File: src/rtl/ddr3_init_refresh_seq.sv
// DDR3 power-up/initialisation sequencer and periodic refresh engine.
// Owns the command bus during init and during each PREA+REF refresh pair.
module ddr3_init_refresh_seq #(
    parameter int MEM_A_WIDTH = 15,
    parameter int T_RESET     = 200,
    parameter int T_CKE       = 500,
    parameter int T_XPR       = 64,
    parameter int T_MRD       = 4,
    parameter int T_MOD       = 12,
    parameter int T_ZQINIT    = 512,
    parameter int T_RP        = 6,
    parameter int T_RFC       = 64,
    parameter int T_REFI      = 3120,
    parameter logic [MEM_A_WIDTH-1:0] MR0_VAL = 15'h0520,
    parameter logic [MEM_A_WIDTH-1:0] MR1_VAL = 15'h0004,
    parameter logic [MEM_A_WIDTH-1:0] MR2_VAL = 15'h0008,
    parameter logic [MEM_A_WIDTH-1:0] MR3_VAL = 15'h0000
) (
    input  logic                   clk,
    input  logic                   rst,
    input  logic                   ref_gnt,
    output logic                   init_done,
    output logic                   ref_req,
    output logic                   busy,
    output logic                   mem_reset_n,
    output logic                   mem_cke,
    output logic                   mem_cs_n,
    output logic                   mem_ras_n,
    output logic                   mem_cas_n,
    output logic                   mem_we_n,
    output logic [2:0]             mem_ba,
    output logic [MEM_A_WIDTH-1:0] mem_a,
    output logic                   mem_odt
);

    typedef enum logic [3:0] {
        S_RST_LOW, S_CKE_WAIT, S_XPR_WAIT,
        S_MRS2, S_MRS3, S_MRS1, S_MRS0,
        S_MOD_WAIT, S_ZQCL, S_ZQ_WAIT,
        S_IDLE, S_PREA, S_REF
    } state_e;

    localparam logic [3:0] CMD_NOP  = 4'b0111;
    localparam logic [3:0] CMD_MRS  = 4'b0000;
    localparam logic [3:0] CMD_ZQCL = 4'b0110;
    localparam logic [3:0] CMD_PREA = 4'b0010;
    localparam logic [3:0] CMD_REF  = 4'b0001;

    state_e                 state_q, state_d;
    logic [19:0]            cnt_q, cnt_d;
    logic [19:0]            tmr_q, tmr_d;
    logic [3:0]             pending_q, pending_d;
    logic [3:0]             cmd_q, cmd_d;
    logic [2:0]             ba_q, ba_d;
    logic [MEM_A_WIDTH-1:0] a_q, a_d;
    logic                   reset_n_q, reset_n_d;
    logic                   cke_q, cke_d;
    logic                   init_done_q, init_done_d;
    logic                   ref_req_q, ref_req_d;
    logic                   busy_q, busy_d;
    logic                   done, expire, dec;

    // Residency of each state, counted from its command/entry cycle.
    function automatic logic [19:0] load_val(input state_e s);
        logic [19:0] v;
        v = 20'd0;
        case (s)
            S_CKE_WAIT: v = 20'(T_CKE - 1);
            S_XPR_WAIT: v = 20'(T_XPR - 1);
            S_MRS2,
            S_MRS3,
            S_MRS1:     v = 20'(T_MRD - 1);
            S_MOD_WAIT: v = 20'(T_MOD - 2);
            S_ZQ_WAIT:  v = 20'(T_ZQINIT - 2);
            S_PREA:     v = 20'(T_RP - 1);
            S_REF:      v = 20'(T_RFC - 1);
            default:    v = 20'd0;
        endcase
        return v;
    endfunction

    always_comb begin
        state_d = state_q;
        done    = (cnt_q == 20'd0);
        case (state_q)
            S_RST_LOW:  if (done) state_d = S_CKE_WAIT;
            S_CKE_WAIT: if (done) state_d = S_XPR_WAIT;
            S_XPR_WAIT: if (done) state_d = S_MRS2;
            S_MRS2:     if (done) state_d = S_MRS3;
            S_MRS3:     if (done) state_d = S_MRS1;
            S_MRS1:     if (done) state_d = S_MRS0;
            S_MRS0:     if (done) state_d = S_MOD_WAIT;
            S_MOD_WAIT: if (done) state_d = S_ZQCL;
            S_ZQCL:     if (done) state_d = S_ZQ_WAIT;
            S_ZQ_WAIT:  if (done) state_d = S_IDLE;
            S_IDLE:     if (ref_req_q && ref_gnt) state_d = S_PREA;
            S_PREA:     if (done) state_d = S_REF;
            S_REF:      if (done) state_d = S_IDLE;
            default:    state_d = S_RST_LOW;
        endcase
    end

    always_comb begin
        cnt_d = cnt_q;
        if (state_d != state_q) begin
            cnt_d = load_val(state_d);
        end else if (cnt_q != 20'd0) begin
            cnt_d = cnt_q - 20'd1;
        end
    end

    // Commands fire only on the cycle a command state is entered.
    always_comb begin
        cmd_d = CMD_NOP;
        ba_d  = 3'd0;
        a_d   = '0;
        if (state_d != state_q) begin
            case (state_d)
                S_MRS2: begin cmd_d = CMD_MRS; ba_d = 3'd2; a_d = MR2_VAL; end
                S_MRS3: begin cmd_d = CMD_MRS; ba_d = 3'd3; a_d = MR3_VAL; end
                S_MRS1: begin cmd_d = CMD_MRS; ba_d = 3'd1; a_d = MR1_VAL; end
                S_MRS0: begin cmd_d = CMD_MRS; ba_d = 3'd0; a_d = MR0_VAL; end
                S_ZQCL: begin cmd_d = CMD_ZQCL; a_d[10] = 1'b1; end
                S_PREA: begin cmd_d = CMD_PREA; a_d[10] = 1'b1; end
                S_REF:  cmd_d = CMD_REF;
                default: cmd_d = CMD_NOP;
            endcase
        end
    end

    always_comb begin
        reset_n_d   = reset_n_q | (state_d == S_CKE_WAIT);
        cke_d       = cke_q | (state_d == S_XPR_WAIT);
        init_done_d = init_done_q | (state_d == S_IDLE);
        busy_d      = (state_d != S_IDLE);
        expire      = init_done_q && (tmr_q == 20'd0);
        dec         = (state_q == S_PREA) && (state_d == S_REF);
        tmr_d       = tmr_q - 20'd1;
        if (!init_done_q || tmr_q == 20'd0) begin
            tmr_d = 20'(T_REFI - 1);
        end
        // Simultaneous expiry and REF cancel out.
        pending_d = pending_q;
        if (expire && !dec && pending_q != 4'd8) begin
            pending_d = pending_q + 4'd1;
        end else if (!expire && dec) begin
            pending_d = pending_q - 4'd1;
        end
        ref_req_d = (pending_d != 4'd0);
    end

    always_ff @(posedge clk or posedge rst) begin
        if (rst) begin
            state_q     <= S_RST_LOW;
            cnt_q       <= 20'(T_RESET - 1);
            tmr_q       <= 20'(T_REFI - 1);
            pending_q   <= 4'd0;
            cmd_q       <= CMD_NOP;
            ba_q        <= 3'd0;
            a_q         <= '0;
            reset_n_q   <= 1'b0;
            cke_q       <= 1'b0;
            init_done_q <= 1'b0;
            ref_req_q   <= 1'b0;
            busy_q      <= 1'b1;
        end else begin
            state_q     <= state_d;
            cnt_q       <= cnt_d;
            tmr_q       <= tmr_d;
            pending_q   <= pending_d;
            cmd_q       <= cmd_d;
            ba_q        <= ba_d;
            a_q         <= a_d;
            reset_n_q   <= reset_n_d;
            cke_q       <= cke_d;
            init_done_q <= init_done_d;
            ref_req_q   <= ref_req_d;
            busy_q      <= busy_d;
        end
    end

    assign init_done   = init_done_q;
    assign ref_req     = ref_req_q;
    assign busy        = busy_q;
    assign mem_reset_n = reset_n_q;
    assign mem_cke     = cke_q;
    assign mem_cs_n    = cmd_q[3];
    assign mem_ras_n   = cmd_q[2];
    assign mem_cas_n   = cmd_q[1];
    assign mem_we_n    = cmd_q[0];
    assign mem_ba      = ba_q;
    assign mem_a       = a_q;
    assign mem_odt     = 1'b0;

endmodule

File: config.mk
export PLATFORM = sky130hd
export DESIGN_NAME = ddr3_init_refresh_seq
export DESIGN_NICKNAME = d
export VERILOG_FILES = /design/src/rtl/ddr3_init_refresh_seq.sv
export SDC_FILE = /design/constraint.sdc
export NUM_CORES = 1
export LEC_CHECK = 0
export CORE_MARGIN = 2
export CORE_UTILIZATION = 61
export CTS_CLUSTER_DIAMETER = 50
export DETAILED_ROUTE_END_ITERATION = 7
export PLACE_DENSITY = 0.82
export SLEW_MARGIN = 15
export SYNTH_ARGS = -nofsm -noshare
export SYNTH_HDL_FRONTEND = slang
export SYNTH_SLANG_ARGS = --single-unit
export TNS_END_PERCENT = 50
File: constraint.sdc
create_clock -name clk -period 12.55 [get_ports clk]
set_input_delay 2.51 -clock clk [delete_from_list [all_inputs] [get_ports clk]]
set_output_delay 2.51 -clock clk [all_outputs]
set_load 0.02 [all_outputs]
# Word-level counts from Yosys, hierarchy flattened
# Memories as Yosys holds them, arrays and structs flattened.
# Index checks and enable logic that the tools add are counted.
# totals
reg_bits	75
mem_bits_ro	144
inputBits	3
wordCells	89
mem_count	1
# memory_table
name	words	width	rd	rd_ports_with_merged_regs	wr	line_no	rtl
(no name shown)	16	9	1	0	0	67	case (s)
# op_classes
addsub	4
n_eq_ne	25
mux	25
bitwise_logic	3
reduce_logical	19
# ops
op	count
two-way mux 20 bit	3
two-way mux 4 bit	14
one-hot mux 4 bit (12 select lines)	1
zero test 20 bit	2
subtractor 20 x 1 -> 20 bit (second input constant)	2
equality test 4 bit (second input constant)	9
equality test 4 x 3 -> 1 bit (second input constant)	7
one-hot mux 9 bit (3 select lines)	1
nonzero test 20 bit	1
equality test 4 x 2 -> 1 bit (second input constant)	4
one-hot mux 3 bit (4 select lines)	1
two-way mux 11 bit	1
equality test 4 x 1 -> 1 bit (second input constant)	2
!= test 4 bit (second input constant)	2
logical AND 1 bit	6
one-hot mux 2 bit (3 select lines)	1
adder 4 x 1 -> 4 bit (second input constant)	1
zero test 4 bit	1
!= test 4 bit	1
nonzero test 4 bit	1
OR reduction 4 bit	1
subtractor 4 x 1 -> 4 bit (second input constant)	1
zero test 1 bit	3
two-way mux 3 bit	1
7 further kinds	9

# Depth between registers and ports, before layout
# Gate-level depths: netlist of run 1.
# depth
depth_word	10
depth_mapped	16
mapped_depth_nobuf	15

# Worst setup path before layout of run 1
# OpenSTA, ideal clock, no wires.
# synth_timing
path_kind	input to register
start	input ref_gnt
end	register ref_req_q (netlist: ref_req)
setup_time_ns	0.139
arrival_time_ns	5.038
path_slack_ns	7.374
stages	12
path_buffers	1
cell_sequence	a211oi_1 o21ai_0 nand3_1 ha_1 clkbuf_1 nand2_1 or3_1 nor3_4 nor3b_1 a311oi_1 a221oi_1 or4_1
# synth_between
elab_chain_len	10
word_cells_on_any_way	12
classes_between	eq/ne (1); mux (4); reduce/logical (7)
# synth_lines
element	line_no	rtl
from (decl)	21	input logic ref_gnt,
logical AND 1 bit *	96	S_IDLE: if (ref_req_q && ref_gnt) state_d = S_PREA;
two-way mux 4 bit *	96	
one-hot mux 4 bit (12 select lines) *	85	case (state_q)
equality test 4 bit *	137	dec = (state_q == S_PREA) && (state_d == S_REF);
logical AND 1 bit *	137	
zero test 1 bit	144	if (expire && !dec && pending_q != 4'd8) begin
logical AND 1 bit (2 in a row)	144	
two-way mux 4 bit *	144	
net pending_d[2]	52	logic [3:0] pending_q, pending_d;
nonzero test 4 bit *	149	ref_req_d = (pending_d != 4'd0);
net ref_req_d	59	logic ref_req_q, ref_req_d;
to (signal assigned)	177	ref_req_q <= ref_req_d;
to (decl)	59	
# The timed path passes the listed nets; every way through them passes the cells marked *.
# A chain may end at the register's enable or synchronous reset.

# Final worst setup path of run 1
# Same ends and word-level chain as after synthesis.

==> flow_summary.ini, run 1 <==
[logic_synthesis]
synth_most_common_cell = dfrtp_1
synth_top_area_frac = 0.338
synth.area.top_cells = dfrtp_1 34%, dfstp_2 12%, xnor2_1 5.1%
ys_async_sr_fraction = 1.00
synth_top_family_by_area = simple AND/OR/NAND/NOR gates
yosys.area.top_type = dfrtp_1
synth_xor_xnor_area_share = 0.0823
yosys-top-cells-count = 46 x dfrtp_1, 40 x nor2_1, 28 x nand2_1, 20 x xnor2_1, 19 x o21ai_0
synth_edf_count = 0
ys.warnings.count = 0
avgSynthCellArea_um2 = 9.48
synthMuxAreaShare = 0.0125
synth_ff_type = dfrtp_1
yosysUniqueCellTypes = 52
synth_compound_area_frac = 0.129
yosys.area_share.simple = 0.214
ys_ff_latch = 62
synthAdderAreaFrac = 0.0404
seq_area_frac_synth = 0.462
syn_inst = 359
synth_area_um2 = 3400

[sta]
fmax_mhz = 182
fin_crit_sh = 0.438
setup_viol = 0
rsz0062_at_grt = no
drv_slew = 0
clock_skew_ns = 0.00927
tns_ns = 0
min_period_ns = 5.49
whs_ns = 0.466
fin_ws_ns = 7.06
relSlewSlack = 0.500
tightest_slew_ns = 0.750
finalHoldViolCount = 0

[routing]
drt-wirelength-per-cell_um = 14.4
route.vias.total = 2624
drc_errors = 0
ant_nets = 0
drtIter0Drc = 141
drt_first_pass_iters = 4
routed_wl_um = 6560
vias_per_cell = 5.77

[place]
dp.cells = 439
dp_hpwl_um = 4580
post-place-ws_ns = 6.71
numPortBuffers = 17
gp_congestion = 0.847

[power]
cellLeakagePower_nw = 1.56
powerDensity_nw_per_um2 = 105
vdd_ir_drop_max_uv = 73.1

[setup_path]
r2r_slack_ns = 8.17
cp.required_ns = 12.77
r2r_end = ref_req$_DFF_PP0_
critPathKind = in2reg
reg2reg_from = cnt_q[0]$_DFFE_PP1P_
worst-r2r-cell-count = 15
startpoint = ref_gnt
arrival_ns = 5.71
start_kind = input port
critPathMaxFanout = 10
crit_end = ref_req$_DFF_PP0_
end_kind = flop

[die]
die_area_um2 = 6190
die_y_um = 78.7
initial_core_util = 0.626
die_x_um = 78.7
pin_count = 31
core_um2 = 5440
rows = 27

[clocking]
cts_setup_buffers = 0
cts_resized = 0
insertion_delay_ns = 0.34
cts.sinks = 62
hold_buffers = 0
numCtsBuffers = 9
cts_tree = built
cts_max_level = 3
cts_buffer_depth = 2
clkTransAtPathRegs_ns = 0.07
root_buffer = clkbuf_8

[final_layout]
fin_cells = 455
drive_gt1_frac = 0.128
fin_nets = 392
area_growth_pct = 11.6
final_util = 0.698
diodes = 0

[grt]
grt_pass1_wl_um = 11500
grt_pass1_vias = 2476
grt_usage = 0.238
overflow = 0
grt_antenna_before_repair = 0
grt_max_degree = 63

[flow_run]
drv_cap = 0

[worst_hold_path]
hold_path_depth = 1
hold_class = reg2reg

[status]
status = completed
[flip-flops by register name, indices dropped and copies added (netlist names)]
signal       count
busy             1
cmd_q            3
cnt_q           20
init_done        1
mem_a            4
mem_ba           2
mem_cke          1
mem_reset_n      1
pending_q        4
ref_req          1
state_q          4
tmr_q           20
[worst max-delay path: stages]
cell	delay (ns)
clkdlybuf4s50_1	0.42
a211oi_1	0.31
o21ai_0	0.13
nand3_1	0.19
ha_1	0.36
nand2_1	0.08
or3_1	0.37
nor3_4	0.33
nor3b_1	0.12
a311oi_1	0.26
a221oi_1	0.10
or4_1	0.52
[power breakdown]
group	switching [W]	internal [W]
logic	0.00000716	0.000000780
clock network	0.0000791	0.000111
registers	0	0.000200
[worst min path at each step]
stage               slack (ns)               endpoint                   from
floorplan                 0.44     tmr_q[0]$_DFF_PP1_     tmr_q[0]$_DFF_PP1_
global placement          0.44      mem_cke$_DFF_PP0_      mem_cke$_DFF_PP0_
detailed placement        0.45  mem_reset_n$_DFF_PP0_  mem_reset_n$_DFF_PP0_
CTS                       0.47  mem_reset_n$_DFF_PP0_  mem_reset_n$_DFF_PP0_
global route              0.48  mem_reset_n$_DFF_PP0_  mem_reset_n$_DFF_PP0_
finish                    0.47  mem_reset_n$_DFF_PP0_  mem_reset_n$_DFF_PP0_
[metal layers]
| metal | part of all wire | global-route usage | vias up |
|---|---|---|---|
| met4 | 0.017 | 0.0895 | 0 |
| met3 | 0.035 | 0.0534 | 11 |
| met1 | 0.45 | 0.311 | 1261 |
| met5 | 0 | 0 | - |
| li1 | - | - | 1290 |
| met2 | 0.49 | 0.390 | 62 |
[cells by family (layout without fill, tap and decap cells)]
kind of cell | after synthesis | in the layout
other | 1 | 13
AOI/OAI and AO/OA | 69 | 69
and+or+nand+nor | 140 | 140
muxes | 4 | 4
DFF | 62 | 62
xor gates and xnor gates | 32 | 32
adders and majority gates | 11 | 11
buffers and inverters | 40 | 52
[area by class of cell]
class                           count  area, um^2
Multi-Input combinational cell    269        1670
Fill cell                         410        1640
Sequential cell                    62        1570
Timing Repair Buffer               19         185
Clock buffer                       10         128
Tap cell                           72        90.1
Clock inverter                      6        86.3
Inverter                           17        63.8
[cells in the final DEF (no fill, tap or decap), types with 3 or more instances in the layout]
cell type,instances
clkbuf_8,9
nor4_1,10
ha_1,11
or4_1,6
nand2_1,28
nand3_1,11
clkdlybuf4s50_1,17
o31ai_1,3
o21ai_0,19
a21oi_1,17
a31o_2,3
conb_1,13
or3_1,10
nor2_1,40
dfstp_2,16
nor3_1,17
a21o_1,5
dfrtp_1,46
xnor2_1,20
o21a_1,3
a221oi_1,4
and3_1,3
xor2_1,12
inv_1,15
[stage by stage]
stage,power [W],area (um^2)
after floorplan,0.000213,3450
after global routing,0.000411,3800
final,0.000398,3800
after CTS,0.000401,3800
after global placement,0.000212,3580
after detailed placement,0.000212,3580
Power figures use the tool's default switching activity.
==> inputs of run 2 (changes only) <==
CORE_UTILIZATION = 58   (was 61)
PLACE_DENSITY = 0.78   (was 0.82)
clock period = 5.3 ns   (was 12.55 ns; I/O delays follow)
==> run 2 against run 1 <==
Compared with the run above:
- total power rose by 120%
- register-to-register slack got worse by 7.3 ns
- cell area fell by 0.79%
- count of clock-buffer cells in the layout rose by 1
- sequential cell count did not move
- critical path type is now reg2reg
==> flow_summary.ini, run 2 (synthesized netlist as in run 1, its figures left out) <==
[clocking]
cts.sinks = 62
cts_max_level = 3
cts_setup_buffers = 0
insertion_delay_ns = 0.34
numCtsBuffers = 9
cts_tree = built
hold_buffers = 0
cts_buffer_depth = 2
root_buffer = clkbuf_8
cts_resized = 0
clkTransAtPathRegs_ns = 0.07

[place]
dp_hpwl_um = 4740
numPortBuffers = 17
place_area_um2 = 3580
gp_congestion = 0.846
post-place-ws_ns = 0.923
dp.cells = 439

[die]
core_um2 = 5570
die_y_um = 80.6
die_x_um = 80.6
rows = 27
initial_core_util = 0.611
pin_count = 31
die_area_um2 = 6500

[worst_hold_path]
hold_class = reg2reg

[setup_path]
start_kind = flop
cp_slowest_cell = or4_1
arrival_ns = 4.61
critical-path-top-delay-family = simple AND/OR/NAND/NOR gates
critPathMaxFanout = 10
max_stage_delay_ns = 0.53
critPathKind = reg2reg
end_kind = flop
cp.required_ns = 5.51
cp_cell_sequence = inv_1 -> ha_1 -> or4b_4 -> nor3_1 -> nand3_1 -> a22o_1 -> inv_1 -> ha_1 -> nand2_1 -> or3_1 -> nor3_4 -> nor3b_1 -> a311oi_1 -> a221oi_1 -> or4_1
path_buf_inv = 2

[grt]
grt_max_degree = 41
overflow = 0
grt_usage = 0.230
grt_antenna_before_repair = 0
grt_pass1_wl_um = 11500
grt_pass1_vias = 2545

[sta]
clock_skew_ns = 0.00883
setup_viol = 0
min_period_ns = 4.40
fmax_mhz = 227
fin_crit_sh = 0.831
drv_slew = 0
fin_ws_ns = 0.896
whs_ns = 0.466
tns_ns = 0
finalHoldViolCount = 0
relSlewSlack = 0.470
rsz0062_at_grt = no
tightest_slew_ns = 0.793

[routing]
ant_nets = 0
route.vias.total = 2648
drt-wirelength-per-cell_um = 14.8
drt_first_pass_iters = 5
vias_per_cell = 5.82
routed_wl_um = 6720
drtIter0Drc = 144
drc_errors = 0

[final_layout]
fin_nets = 392
final_cell_mix = 46 x dfrtp_1, 40 x nor2_1, 28 x nand2_1
largestRegisters = cnt_q: 20 flops, tmr_q: 20 flops
fill_cells = 461
area_growth_pct = 10.7
multi_input_area_um2 = 1670
final_common_cell = dfrtp_1
fin_cells = 455
drive_gt1_frac = 0.125
final_area_um2 = 3770
regArea_um2 = 1570
diodes = 0

[flow_run]
drv_cap = 0

[power]
cellLeakagePower_nw = 1.55
powerDensity_nw_per_um2 = 235
vdd_ir_drop_max_uv = 129

[status]
status = completed
==> run 2: cell type report <==
cell class / count / share of cell area
multi-input combinational: 269 / 0.444
sequential: 62 / 0.417
timing repair buffer: 19 / 0.0491
clock inverter: 5 / 0.0139
tap: 72 / 0.0239
clock buffer: 11 / 0.0349
inverter: 17 / 0.0169
==> run 2: worst register-to-register path, stage by stage (launching register included) <==
cell      delay [ns]
dfstp_2         0.38
inv_1           0.07
ha_1            0.19
or4b_4          0.50
nor3_1          0.40
nand3_1         0.17
a22o_1          0.30
inv_1           0.14
ha_1            0.34
nand2_1         0.08
or3_1           0.36
nor3_4          0.30
nor3b_1         0.13
a311oi_1        0.28
a221oi_1        0.10
or4_1           0.53
==> run 2: power breakdown <==
part | switching (W) | leakage (nW) | total [W] | internal (W)
clock | 0.000177 | 0.0931 | 0.000391 | 0.000215
sequential | 0 | 0.700 | 0.000474 | 0.000474
combinational | 0.0000170 | 0.753 | 0.0000189 | 0.00000184
total | 0.000194 | 1.55 | 0.000884 | 0.000691
==> run 2: path summary, 6_finish.rpt <==
path,startpoint,end,slack [ns],cells after the start
max in group asynchronous,rst,cmd_q[0]$_DFF_PP1_,3.36,3
setup / recovery,cnt_q[0]$_DFFE_PP1P_,ref_req$_DFF_PP0_,0.90,15
setup reg to reg,cnt_q[0]$_DFFE_PP1P_,ref_req$_DFF_PP0_,0.90,15
min in group asynchronous,rst,tmr_q[19]$_DFF_PP0_,1.06,2
hold / removal,mem_cke$_DFF_PP0_,mem_cke$_DFF_PP0_,0.47,1
hold reg to reg,mem_cke$_DFF_PP0_,mem_cke$_DFF_PP0_,0.47,1
==> run 2: per-stage QoR <==
| step | total power (W) | utilization |
|---|---|---|
| floorplan | 0.000504 | - |
| global placement | 0.000502 | 0.643 |
| detailed placement | 0.000502 | 0.643 |
| CTS | 0.000893 | 0.676 |
| global route | 0.000918 | 0.676 |
| finish | 0.000884 | 0.676 |
==> run 2: per-layer routing <==
layer,vias to the layer above,GRT usage,routed length (um)
li1,1285,-,-
met1,1272,0.290,2940
met2,82,0.385,3360
met3,9,0.0438,323
met4,0,0.0966,101
met5,-,0,0
==> inputs of run 3 (changes only) <==
clock period = 4.2 ns   (was 5.3 ns; I/O delays follow)
==> run 3 against run 2 <==
Compared with the run above:
- non-clock buffer count rose by 4
- routed wire length rose by 0.86%
- final cell count rose by 0.66%
- critical endpoint unchanged
- largest cell class unchanged
==> flow_summary.ini, run 3 (synthesized netlist as in run 1, its figures left out) <==
[setup_path]
critPathKind = reg2reg
start_kind = flop
critPathMaxFanout = 8
cp.required_ns = 4.41
worst-r2r-cell-count = 15
r2r_end = ref_req$_DFF_PP0_
end_kind = flop
arrival_ns = 4.13
reg2reg_from = cnt_q[0]$_DFFE_PP1P_
r2r_slack_ns = 0.29

[place]
dp.cells = 442
numPortBuffers = 17
gp_congestion = 0.846
dp_hpwl_um = 4740
place_area_um2 = 3610

[die]
initial_core_util = 0.611
die_y_um = 80.6
die_x_um = 80.6
pin_count = 31
core_um2 = 5570
rows = 27
die_area_um2 = 6500

[clocking]
root_buffer = clkbuf_8
numCtsBuffers = 9
hold_buffers = 0
cts_buffer_depth = 2
cts.sinks = 62
cts_max_level = 3
insertion_delay_ns = 0.34
clkTransAtPathRegs_ns = 0.07
cts_tree = built

[power]
swShare = 0.196
powerDensity_nw_per_um2 = 324
power_frac_comb = 0.019
internal-power_w = 0.00101
clockPowerShare = 0.503
cellLeakagePower_nw = 1.60
power_switching_w = 0.000245
p_seq_frac = 0.478
vdd_ir_drop_max_uv = 208

[routing]
vias_per_cell = 5.79
route.vias.total = 2651
ant_nets = 0
drt_first_pass_iters = 4
drc_errors = 0
drt-wirelength-per-cell_um = 14.8
drtIter0Drc = 157
routed_wl_um = 6780

[worst_hold_path]
hold_class = reg2reg
hp-start = mem_cke$_DFF_PP0_
worstHoldEndpoint = mem_cke$_DFF_PP0_
hold_path_depth = 1

[sta]
relSlewSlack = 0.484
setup_viol = 0
fmax_mhz = 256
tightest_slew_ns = 0.773
rsz0062_at_grt = no
min_period_ns = 3.91
fin_crit_sh = 0.932
drv_slew = 0
tns_ns = 0
finalHoldViolCount = 0
clock_skew_ns = 0.00884
whs_ns = 0.462

[final_layout]
final_util = 0.693
final_cell_mix = 46 x dfrtp_1, 40 x nor2_1, 28 x nand2_1
diodes = 0
fin_cells = 458
area_growth_pct = 13.5
final_area_um2 = 3860
final_common_cell = dfrtp_1
fin_nets = 396
drive_gt1_frac = 0.140
largestRegisters = cnt_q: 20 flops, tmr_q: 20 flops

[grt]
grt_pass1_wl_um = 11600
grt_usage = 0.237
grt_max_degree = 37
grt_pass1_vias = 2569
grt_antenna_before_repair = 0
overflow = 0

[status]
status = completed

[flow_run]
drv_cap = 0
[run 3: cell count changes in the layout (fill, tap and decap cells not counted), sizes merged]
cell	previous run	this run
bufinv	1	3
clkinv	3	1
buf	2	6
clkinvlp	1	0
[run 3: routing by layer]
layer | GRT usage | part of all wire | vias to the layer above
met5 | 0 | 0 | -
met4 | 0.120 | 0.018 | 0
met3 | 0.0438 | 0.042 | 11
met2 | 0.395 | 0.49 | 61
met1 | 0.293 | 0.45 | 1293
li1 | - | - | 1286
[run 3: layout make-up]
type	instances	area, um^2
tap	72	90.1
fill	454	1710
timing repair buffer	23	215
multi-input combinational	269	1690
sequential	62	1570
clock buffer	11	141
inverter	17	63.8
clock inverter	4	95.1
[run 3: repair_timing]
action / 4_1_cts / 5_1_grt
gates resized for setup: 0 / 2
setup buffers: 0 / 1
setup endpoints to repair: 0 / 1
[run 3: power groups by stage]
stage               Sequential (W)  Combinational, W  Clock, W
global route              0.000597         0.0000279  0.000666
floorplan                 0.000608         0.0000279         0
finish                    0.000598         0.0000242  0.000630
CTS                       0.000598         0.0000248  0.000643
global placement          0.000608         0.0000246         0
detailed placement        0.000608         0.0000250         0
[run 3: how the worst max path moves through the flow]
stage / start / to / slack, ns / cells after the start
CTS: cnt_q[0]$_DFFE_PP1P_ / ref_req$_DFF_PP0_ / 0.20 / 15
global route: cnt_q[0]$_DFFE_PP1P_ / ref_req$_DFF_PP0_ / 0.007 / 15
detailed placement: cnt_q[0]$_DFFE_PP1P_ / ref_req$_DFF_PP0_ / 0.21 / 15
floorplan: cnt_q[0]$_DFFE_PP1P_ / ref_req$_DFF_PP0_ / 0.18 / 16
finish: cnt_q[0]$_DFFE_PP1P_ / ref_req$_DFF_PP0_ / 0.29 / 15
global placement: ref_gnt / ref_req$_DFF_PP0_ / 0.35 / 12
[run 3: through the flow]
step | worst slack [ns] | power [W]
finish | 0.287 | 0.00125
global route | 0.00694 | 0.00129
CTS | 0.199 | 0.00127
detailed placement | 0.206 | 0.000633
global placement | 0.355 | 0.000633
floorplan | 0.181 | 0.000636
[run 3: worst max-delay path, cell delays in order (launching register included)]
cell and delay, ns:
dfstp_2 0.37, inv_1 0.07, ha_1 0.20, or4b_4 0.51, nor3_2 0.21, nand3_1 0.15
a22o_4 0.29, inv_1 0.11, ha_1 0.18, nand2_1 0.05, or3_1 0.37, nor3_4 0.31
nor3b_1 0.12, a311oi_1 0.26, a221oi_1 0.09, or4_1 0.52
